<file path="config.mk">
export PLATFORM = sky130hd
export DESIGN_NAME = fpcvt_seq
export DESIGN_NICKNAME = d
export VERILOG_FILES = /design/src/rtl/fpcvt_pkg.sv /design/src/rtl/fpcvt_round.sv /design/src/rtl/fpcvt_seq.sv
export SDC_FILE = /design/constraint.sdc
export NUM_CORES = 1
export LEC_CHECK = 0
export ABC_CLOCK_PERIOD_IN_PS = 2150
export CAP_MARGIN = 0
export CORE_MARGIN = 2
export CORE_UTILIZATION = 30
export DETAILED_ROUTE_END_ITERATION = 10
export SLEW_MARGIN = 20
export SYNTH_ARGS = -nofsm -noshare
export SYNTH_HDL_FRONTEND = slang
export SYNTH_SLANG_ARGS = --single-unit
</file>
<file path="constraint.sdc">
create_clock -name clk -period 2.15 [get_ports clk]
set_input_delay 0.3225 -clock clk [delete_from_list [all_inputs] [get_ports clk]]
set_output_delay 0.3225 -clock clk [all_outputs]
set_load 0.005 [all_outputs]
</file>
<file path="src/rtl/fpcvt_pkg.sv">
// Shared definitions for the fpcvt converter family: state encoding,
// exponent range derivation and a parameter-consistency check.
`ifndef FPCVT_PKG_SV
`define FPCVT_PKG_SV

// Placed in a generate context; fails elaboration unless DW == FW + 2**EW.
`define FPCVT_CHECK_CFG(DW_, EW_, FW_) \
  if ((DW_) != (FW_) + (1 << (EW_))) begin : g_bad_cfg \
    $error("fpcvt: DW must equal FW + 2**EW"); \
  end

package fpcvt_pkg;

  typedef enum logic [1:0] {
    IDLE  = 2'd0,
    NORM  = 2'd1,
    ROUND = 2'd2,
    DONE  = 2'd3
  } state_t;

  function automatic int emax(input int ew);
    return (1 << ew) - 1;
  endfunction

endpackage

`endif

</file>
<file path="src/rtl/fpcvt_round.sv">
// Round-to-nearest of a normalised significand, with renormalisation on
// carry-out and saturation at the top exponent.
module fpcvt_round
  import fpcvt_pkg::*;
#(
  parameter int EW = 3,
  parameter int FW = 4
) (
  input  logic [FW-1:0] f0,
  input  logic          r,
  input  logic [EW-1:0] exp,
  output logic [FW-1:0] f,
  output logic [EW-1:0] e
);

  localparam logic [EW-1:0] EMAX = EW'(emax(EW));

  always_comb begin
    f = f0;
    e = exp;
    if (r) begin
      if (f0 != '1) begin
        f = f0 + 1'b1;
      end else if (exp != EMAX) begin
        // carry out of the significand: 1.000 at the next exponent
        f = {1'b1, {(FW-1){1'b0}}};
        e = exp + 1'b1;
      end else begin
        f = '1;
        e = EMAX;
      end
    end
  end

endmodule

</file>
<file path="src/rtl/fpcvt_seq.sv">
// Multi-cycle two's-complement to sign/exponent/significand converter.
// Normalises one bit per clock, then rounds; valid/ready on both sides.
module fpcvt_seq
  import fpcvt_pkg::*;
#(
  parameter int DW = 12,
  parameter int EW = 3,
  parameter int FW = 4
) (
  input  logic          clk,
  input  logic          rst_n,
  input  logic          in_valid,
  output logic          in_ready,
  input  logic [DW-1:0] d,
  output logic          out_valid,
  input  logic          out_ready,
  output logic          s,
  output logic [EW-1:0] e,
  output logic [FW-1:0] f
);

  `FPCVT_CHECK_CFG(DW, EW, FW)

  localparam logic [EW-1:0] EMAX = EW'(emax(EW));

  state_t        state, state_n;
  logic [DW-2:0] mag;
  logic [EW-1:0] exp;
  logic          sgn;
  logic [DW-1:0] d_neg;
  logic [DW-2:0] mag_in;
  logic          norm_done;
  logic [FW-1:0] rnd_f;
  logic [EW-1:0] rnd_e;

  // Only -2^(DW-1) keeps its MSB after negation; clamp it to the largest magnitude.
  assign d_neg     = ~d + 1'b1;
  assign mag_in    = !d[DW-1] ? d[DW-2:0] : (d_neg[DW-1] ? '1 : d_neg[DW-2:0]);
  assign norm_done = (exp == '0) || mag[DW-2];

  assign in_ready  = (state == IDLE);
  assign out_valid = (state == DONE);

  fpcvt_round #(.EW(EW), .FW(FW)) u_round (
    .f0  (mag[DW-2 -: FW]),
    .r   (mag[DW-2-FW]),
    .exp (exp),
    .f   (rnd_f),
    .e   (rnd_e)
  );

  always_ff @(posedge clk or negedge rst_n) begin
    if (!rst_n) state <= IDLE;
    else        state <= state_n;
  end

  always_comb begin
    state_n = state;
    unique case (state)
      IDLE:  if (in_valid)  state_n = NORM;
      NORM:  if (norm_done) state_n = ROUND;
      ROUND:                state_n = DONE;
      DONE:  if (out_ready) state_n = IDLE;
      default:              state_n = IDLE;
    endcase
  end

  always_ff @(posedge clk or negedge rst_n) begin
    if (!rst_n) begin
      mag <= '0;
      exp <= '0;
      sgn <= 1'b0;
      s   <= 1'b0;
      e   <= '0;
      f   <= '0;
    end else begin
      unique case (state)
        IDLE: if (in_valid) begin
          sgn <= d[DW-1];
          mag <= mag_in;
          exp <= EMAX;
        end
        NORM: if (!norm_done) begin
          mag <= {mag[DW-3:0], 1'b0};
          exp <= exp - 1'b1;
        end
        ROUND: begin
          s <= sgn;
          e <= rnd_e;
          f <= rnd_f;
        end
        default: ;
      endcase
    end
  end

endmodule

</file>
# ---- Yosys cells after proc, flatten, opt, wreduce, memory -nomap -nowiden
# Index checks and enable logic that the tools add are counted.
dict set report word_totals {
  register_bits 25
}
dict set report op_classes {
  addsub 4
  n_eq_ne 9
  muxes 18
  bitwise_logic 1
  n_reduce_logical 7
}
# operator count
set ops {}
lappend ops {{11-bit 2-to-1 mux} 4}
lappend ops {{11-bit case mux with 2 select lines} 1}
lappend ops {{3-bit 2-to-1 mux} 6}
lappend ops {{12-bit by 1-bit adder with 12-bit output (second input constant)} 1}
lappend ops {{12-bit inverter} 1}
lappend ops {{4-bit 2-to-1 mux} 2}
lappend ops {{2-bit case mux with 4 select lines} 1}
lappend ops {{2-bit 2-to-1 mux} 3}
lappend ops {{2-bit != test (second input constant)} 3}
lappend ops {{3-bit case mux with 2 select lines} 1}
lappend ops {{3-bit AND reduction} 2}
lappend ops {{4-bit by 1-bit adder with 4-bit output (second input constant)} 1}
lappend ops {{2-bit equality test (second input constant)} 2}
lappend ops {{4-bit != test (second input constant)} 1}
lappend ops {{3-bit by 1-bit adder with 3-bit output (second input constant)} 1}
lappend ops {{3-bit logical NOT} 1}
lappend ops {{3-bit != test (second input constant)} 1}
lappend ops {{3-bit by 1-bit subtractor with 3-bit output (second input constant)} 1}
lappend ops {{2-bit by 1-bit equality test with 1-bit output (second input constant)} 1}
lappend ops {{2-bit logical NOT} 1}
lappend ops {{2-bit by 1-bit != test with 1-bit output (second input constant)} 1}
lappend ops {{2-bit AND reduction} 1}
lappend ops {{2-bit nonzero test} 1}
lappend ops {{1-bit logical OR} 1}

# ---- Depth between registers and ports, before layout
# Gate-level depths: netlist of the first run.
dict set report logic_depth {
  word_depth 6
  mapped_depth 8
}

# ---- By module
# From an unflattened synthesis of the first run, not the netlist that was laid out.
dict set report hier_totals {
  cells_unflattened 176
  hier_area_um2 1625.3
}
# module n_inst cells_per_inst area_per_inst_um2 seq_area_each_um2
set by_module_without_submodules {}
lappend by_module_without_submodules {fpcvt_seq 1 149 1460.2 625.6}
lappend by_module_without_submodules {fpcvt_round 1 27 165.2 0.0}

# ---- Worst setup path before layout of the first run
# OpenSTA, ideal clock, no wires.
dict set report synth_path {
  path_kind {register -> register}
  start {reg state[1]}
  end {reg mag[1]}
  setup_time_ns 0.125
  arrival_time_ns 1.842
  required_ns 2.025
  slack_ns 0.183
  path_stages_with_launch 9
  path_buffers 2
  cell_sequence {dfrtp_1 inv_1 ha_1 buf_2 nor2b_1 a22oi_1 nor2_1 clkbuf_1 mux2_2}
}
dict set report synth_between {
  elab_chain_cells 3
  word_cells_on_any_way 7
  cone_classes {eq/ne: 3; mux: 1; reduce/logical: 3}
}
# element line
set synth_rtl {}
lappend synth_rtl {{start, declared} fpcvt_seq.sv:26} ;# state_t state, state_n;
lappend synth_rtl {{start signal, assigned} fpcvt_seq.sv:54} ;# else state <= state_n;
lappend synth_rtl {{2-bit by 1-bit equality test with 1-bit output / 2-bit logical NOT (equally long branches)} fpcvt_seq.sv:77} ;# unique case (state)
lappend synth_rtl {{2-bit != test (no source line) / 2-bit nonzero test (equally long branches)} --}
lappend synth_rtl {{3-bit AND reduction (no source line)} --}
lappend synth_rtl {{end signal, assigned} fpcvt_seq.sv:80} ;# mag <= mag_in;
lappend synth_rtl {{end signal, assigned} fpcvt_seq.sv:84} ;# mag <= {mag[DW-3:0], 1'b0};
lappend synth_rtl {{end, declared} fpcvt_seq.sv:27} ;# logic [DW-2:0] mag;
# Parallel ways exist; a longest one is shown, timed or not.
# A chain may end at the register's enable or synchronous reset.

# ---- Worst setup path after layout of the first run
dict set report layout_path {
  start {in d[7]}
  end {reg mag[3]}
}
dict set report layout_between {
  elab_chain_cells 6
}
# element line
set layout_rtl {}
lappend layout_rtl {{start, declared} fpcvt_seq.sv:14} ;# input logic [DW-1:0] d,
lappend layout_rtl {{12-bit inverter} fpcvt_seq.sv:37} ;# assign d_neg = ~d + 1'b1;
lappend layout_rtl {{12-bit by 1-bit adder with 12-bit output} fpcvt_seq.sv:37}
lappend layout_rtl {{11-bit 2-to-1 mux (2 in series)} fpcvt_seq.sv:38} ;# assign mag_in = !d[DW-1] ? d[DW-2:0] : (d_neg[DW-1] ? '1 : d_neg[DW-2:0]);
lappend layout_rtl {{11-bit 2-to-1 mux} fpcvt_seq.sv:78} ;# IDLE: if (in_valid) begin
lappend layout_rtl {{11-bit case mux with 2 select lines} fpcvt_seq.sv:77}
# Every way passes these cells. The select of a mux whose other input is x is not followed.

==> results.yml, run 1 <==
cts:
  cts_tree: "yes"
  clockRootBuffer: "clkbuf_8"
  cts_buffers: 3
  cts-htree-levels: 1
  cts.sink_count: 25
  clk_latency_ps: 270
  max-clock-path-buffers: 2
  postCtsSetupRepairBufs: 0
  path_clk_slew_ps: 100
layout:
  final_area_sq_um: 2200
  layout.cells.non_filler: 290
  num_antenna_cells: 0
  layout.nets: 244
  nFillCells: 572
  areaGrowthSynthToFinish_pct: 32.9
  final_layout_size_suffix_gt1_share_pct: 21.6
  final_cell_mix: "25 x dfrtp_1, 25 x clkdlybuf4s50_1, 22 x buf_4"
global_route:
  grt_usage_pct: 14.2
  grt_max_degree: 26
  grt_overflow: 0
  antenna_found_initial: 0
  grt_pass1_wl_microns: 7040
  grt_pass1_vias: 1532
drt:
  vias: 1473
  wl_per_cell_microns: 13.8
  totalWireLength_microns: 4020
  viasPerCell: 5.08
  dr.pass1.iters: 4
  detail-route-antenna-nets: 0
  drc_errors: 0
  drt_iter0_markers: 72
power_and_ir_drop:
  internal_power_mw: 1.58
  p_comb_share_pct: 54.8
  leakage_nw: 0.908
  totalPowerFinal_mw: 2.64
  ir_worst_vdd_mv: 0.443
  clockPowerShare_pct: 11.0
  powerDensity_nw_per_um2: 1200
  p_seq_share_pct: 34.2
  p_sw_share_pct: 40.1
  switching_power_mw: 1.06
logic_synthesis:
  synth.cell_area_sq_um: 1650
  yosysWarnings: 0
  postSynthCellCount: 177
  synth_edf_count: 0
  synth-seq-cells: 25
  yosysTopAreaCell: "dfrtp_1"
  syn_nets: 202
  syn_area_per_cell_sq_um: 9.34
  synthFlopType: "dfrtp_1"
  ys_types: 46
  ys_async_sr_fraction_pct: 100
  synthTopCellsByArea: "dfrtp_1 38%, ha_1 6.8%, mux2_2 6.8%"
  netlist.area_leader.share_pct: 37.9
  yosysSeqAreaShare_pct: 37.9
die:
  die_height_microns: 78.2
  initial_core_util_pct: 30.6
  die_area_sq_um: 6120
  rows: 27
  core-area_sq_um: 5410
  io_pins: 26
  die_x_microns: 78.2
place:
  finalWeightedCongestion: 0.835
  dp_slack_ps: -314
  hpwl_microns: 3030
  io_buffers: 25
  placed_cells: 286
  placed_area_sq_um: 2120
timing:
  worst_pin_slew_ps: 677
  hold_viol: 0
  worst_slack_ps: 136
  drv_slew: 0
  setup_viol: 0
  worst_clock_skew_ps: 6.49
  fmax_mhz: 497
  min_period_ps: 2010
  finalCritPeriodShare_pct: 93.7
  max-slew-margin-rel_pct: 54.4
  finalSetupTns_ps: 0
  rsz0062_at_grt: "false"
setup_path:
  cpMaxStageDelayCell: "or4_4"
  crit_path_end_kind: "flip-flop"
  worstPathArrival_ps: 2240
  crit_family: "simple AND/OR/NAND/NOR gates"
  timing.rr.end: "mag[10]"
  cp_data_required_time_ps: 2370
  cpMostUsedCell: "or4_4"
  reg2reg_from: "state[0]"
  crit_buf_inv: 1
  crit_chain: "clkdlybuf4s50_1 > or4_4 > or4_4 > a31oi_1 > mux2_2"
  cp-startpoint: "d[7]"
  r2r_cells: 5
  startpoint_type: "primary input"
  max_stage_delay_ps: 570
  path_class: "in2reg"
  rrSetupSlack_ps: 190
  cp_max_fo: 4
min_path:
  timing.hold.worst.class: "in2async"
run_status:
  status: "completed"
run:
  drv_cap: 0
-- area by class of cell --
class	count	area [sq um]	share of cell area [%]
flip-flops and latches	25	626	28.5
well taps	72	90.1	4.10
clock inverters	1	7.51	0.342
clock buffers	3	41.3	1.88
multi-input cells	131	975	44.4
inverters	11	41.3	1.88
repair buffers	47	415	18.9
-- sequential cells by signal, summed over array words and instances, names as in the netlist --
| register | flops |
|---|---|
| f | 4 |
| mag | 11 |
| sgn | 1 |
| e | 3 |
| state | 2 |
| exp | 3 |
| s | 1 |
-- metal layers --
layer | track usage (%) | wire length, microns | vias up
met5 | 0 | 0 | -
met4 | 3.86 | 26 | 0
met3 | 2.87 | 113 | 2
met2 | 25.4 | 2030 | 20
met1 | 17.3 | 1850 | 709
li1 | - | - | 742
-- repair_timing --
item | CTS | global route
hold buffers | 0 | 0
endpoints found under the setup margin | 1 | 3
resized for setup | 1 | 3
-- metrics by stage --
| stage | hold WS [ps] | util (%) |
|---|---|---|
| 5_1_grt | 446 | 40.6 |
| 6_report | 414 | 40.6 |
| 4_1_cts | 419 | 40.3 |
| 2_1_floorplan | 26.9 | - |
| 3_5_place_dp | 477 | 39.2 |
| 3_3_place_gp | 470 | 39.2 |
-- worst max path at each step --
| stage | to | slack, ps | cells past startpoint |
|---|---|---|---|
| 2_1_floorplan | mag[1] | 180 | 8 |
| 3_3_place_gp | mag[8] | -250 | 7 |
| 3_5_place_dp | mag[8] | -310 | 7 |
| 4_1_cts | mag[10] | 30 | 7 |
| 5_1_grt | mag[10] | 4 | 6 |
| 6_report | mag[3] | 140 | 5 |
-- cell usage after synthesis (all sizes together), types with 2 or more instances --
cell type / n
mux2: 10
nand3: 2
nor4: 4
o21ai: 11
a21oi: 13
a31oi: 8
nor2b: 3
inv: 11
clkbuf: 8
a22o: 2
or4: 3
nand2: 8
o31ai: 2
xor2: 6
a221oi: 6
o22a: 2
buf: 2
nor3: 2
nor2: 12
nand4: 4
nand2b: 2
or4b: 2
o211ai: 2
dfrtp: 25
ha: 9
-- power groups by stage --
stage          logic [mW]  clock network, mW  registers (mW)
2_1_floorplan        1.01                  0           0.835
3_3_place_gp         1.43                  0           0.905
3_5_place_dp         1.45                  0           0.912
4_1_cts              1.46              0.306           0.903
5_1_grt              1.64              0.328           0.938
6_report             1.45              0.291           0.903
-- logic make-up after synthesis --
group,after synthesis,synth area share (%)
AOI/OAI and AO/OA,53,21.2
xor gates and xnor gates,7,3.71
adders and majority gates,9,6.81
buffers and inverters,21,4.84
DFF,25,37.9
muxes,11,7.42
and+or+nand+nor,51,18.2
-- worst reg2reg max path: stages (launching register included) --
cell and delay, ps:
dfrtp_1 420, inv_1 100, ha_1 310, a22oi_1 170, nor4_1 600, a221oi_1 190
Power figures use the tool's default switching activity.
==> run 2, diff against run 1 <==
--- a/config.mk
+++ b/config.mk
@@ -10,6 +10,7 @@
 export CORE_MARGIN = 2
 export CORE_UTILIZATION = 30
 export DETAILED_ROUTE_END_ITERATION = 10
+export SETUP_SLACK_MARGIN = 0.4
 export SLEW_MARGIN = 20
 export SYNTH_ARGS = -nofsm -noshare
 export SYNTH_HDL_FRONTEND = slang
==> run 2 against run 1 <==
Compared with the run above:
- final area is 20% higher
- critical path depth is 3 higher
- clock power hardly changed
- non-clock buffer count is 34 higher
- largest cell class unchanged
==> results.yml, run 2 (synthesized netlist as in run 1, its figures left out) <==
run_status:
  status: "completed"
power_and_ir_drop:
  powerDensity_nw_per_um2: 1270
  leakage_nw: 1.17
  p_seq_share_pct: 27.4
  switching_power_mw: 1.31
  p_comb_share_pct: 63.9
  p_sw_share_pct: 38.9
  clockPowerShare_pct: 8.7
  totalPowerFinal_mw: 3.37
  ir_worst_vdd_mv: 0.502
  internal_power_mw: 2.06
setup_path:
  startpoint_type: "flip-flop"
  crit_family: "buffers and inverters"
  rrSetupSlack_ps: 410
  crit_path_end_kind: "flip-flop"
  crit_chain: "inv_2 > ha_4 > nor2b_4 > a22oi_2 > buf_4 > nor2_4 > buf_6 > mux2_4"
  crit_path_end: "mag[0]"
  cpMaxStageDelayCell: "dfrtp_1"
  cp_max_fo: 5
  cp-startpoint: "state[1]"
  max_stage_delay_ps: 400
  cp_num_cells: 8
  r2r_cells: 8
  cp_data_required_time_ps: 2320
  timing.rr.end: "mag[0]"
  crit_buf_inv: 3
  path_class: "reg2reg"
  worstPathArrival_ps: 1900
  reg2reg_from: "state[1]"
min_path:
  timing.hold.worst.class: "in2async"
die:
  die_area_sq_um: 6120
  rows: 27
  core-area_sq_um: 5410
  io_pins: 26
  die_x_microns: 78.2
  die_height_microns: 78.2
  initial_core_util_pct: 30.6
timing:
  finalSetupTns_ps: 0
  worst_pin_slew_ps: 458
  min_period_ps: 1740
  hold_viol: 0
  finalCritPeriodShare_pct: 80.7
  worst_slack_ps: 415
  setup_viol: 0
  drv_slew: 0
  fmax_mhz: 576
  worst_clock_skew_ps: 2.00
  max-slew-margin-rel_pct: 69.5
  rsz0062_at_grt: "true"
place:
  dp_slack_ps: -183
  io_buffers: 25
  hpwl_microns: 3100
  placed_area_sq_um: 2200
  finalWeightedCongestion: 0.815
global_route:
  grt_max_degree: 26
  grt_overflow: 0
  grt_usage_pct: 16.3
  antenna_found_initial: 0
  grt_pass1_vias: 1723
  grt_pass1_wl_microns: 7990
drt:
  wl_per_cell_microns: 15.1
  vias: 1669
  drc_errors: 0
  drt_iter0_markers: 113
  totalWireLength_microns: 4900
  detail-route-antenna-nets: 0
  viasPerCell: 5.15
  dr.pass1.iters: 4
layout:
  largest_reg_flops: 11
  multi_input_area_sq_um: 1150
  layout.nets: 278
  post-route-util_pct: 48.9
  regMostFlops: "mag"
  final_cell_mix: "50 x buf_4, 24 x dfrtp_1, 13 x a21oi_1"
  areaGrowthSynthToFinish_pct: 59.9
  final_area_sq_um: 2640
  num_antenna_cells: 0
  final_layout_size_suffix_gt1_share_pct: 42.9
  reg.largest.list: "mag x11, f x4"
  final_common_cell: "buf_4"
  seq_area_sq_um: 627
  nFillCells: 499
cts:
  path_clk_slew_ps: 90
  max-clock-path-buffers: 2
  cts_buffers: 3
  clockRootBuffer: "clkbuf_8"
  cts_tree: "yes"
  cts-htree-levels: 1
  clk_latency_ps: 270
  cts.sink_count: 25
run:
  drv_cap: 0
-- run 2: changes by cell type in the layout (fill, tap and decap cells not counted), moves of 3 or more --
| cell | change |
|---|---|
| ha_1 | -4 |
| mux2_4 | +5 |
| inv_2 | +6 |
| ha_4 | +4 |
| buf_6 | +6 |
| mux2_2 | -5 |
| a221oi_2 | +3 |
| inv_1 | -6 |
| buf_4 | +28 |
| clkdlybuf4s50_1 | -14 |
| clkdlybuf4s15_1 | +3 |
| a221oi_1 | -3 |
| dlygate4sd2_1 | +6 |
| clkdlybuf4s15_2 | +3 |
-- run 2: power groups by stage --
stage | combinational [mW] | clock, mW | sequential [mW]
5_1_grt | 2.35 | 0.324 | 0.960
4_1_cts | 1.81 | 0.298 | 0.917
3_3_place_gp | 1.51 | 0 | 0.918
3_5_place_dp | 1.53 | 0 | 0.924
6_report | 2.15 | 0.292 | 0.923
2_1_floorplan | 1.04 | 0 | 0.841
-- run 2: layout make-up --
cell class	instances	area share, %
Multi-Input combinational cell	131	43.6
Timing Repair Buffer	81	26.0
Sequential cell	25	23.7
Tap cell	72	3.41
Clock buffer	3	1.56
Inverter	11	1.56
Clock inverter	1	0.189
-- run 2: per-layer routing --
layer  track usage, %  up-vias  routed length [microns]
li1                 -      814                        -
met4             6.84        0                       90
met5                0        -                        0
met3             3.56       12                      163
met2             28.5       36                     2510
met1             19.2      807                     2130
-- run 2: worst min-delay path by stage --
stage	from	endpoint	slack [ps]	cells past startpoint
final	rst_n	mag[3]	400	2
after global routing	rst_n	mag[8]	420	2
after CTS	rst_n	mag[3]	410	2
after detailed placement	sgn	sgn	480	2
after global placement	sgn	sgn	470	2
after floorplan	rst_n	e[0]	30	0
-- run 2: through the flow --
| step | hold slack [ps] | std cells |
|---|---|---|
| 2_1_floorplan | 26.9 | 177 |
| 3_3_place_gp | 470 | 293 |
| 3_5_place_dp | 480 | 293 |
| 4_1_cts | 413 | 315 |
| 5_1_grt | 422 | 324 |
| 6_report | 399 | 324 |
-- run 2: timing repair --
item / 4_1_cts / 5_1_grt
hold buffers: 0 / 0
pin swaps: 13 / 9
endpoints found under the setup margin: 15 / 15
gates resized for setup: 51 / 21
setup buffers: 18 / 8
cloned: 0 / 1
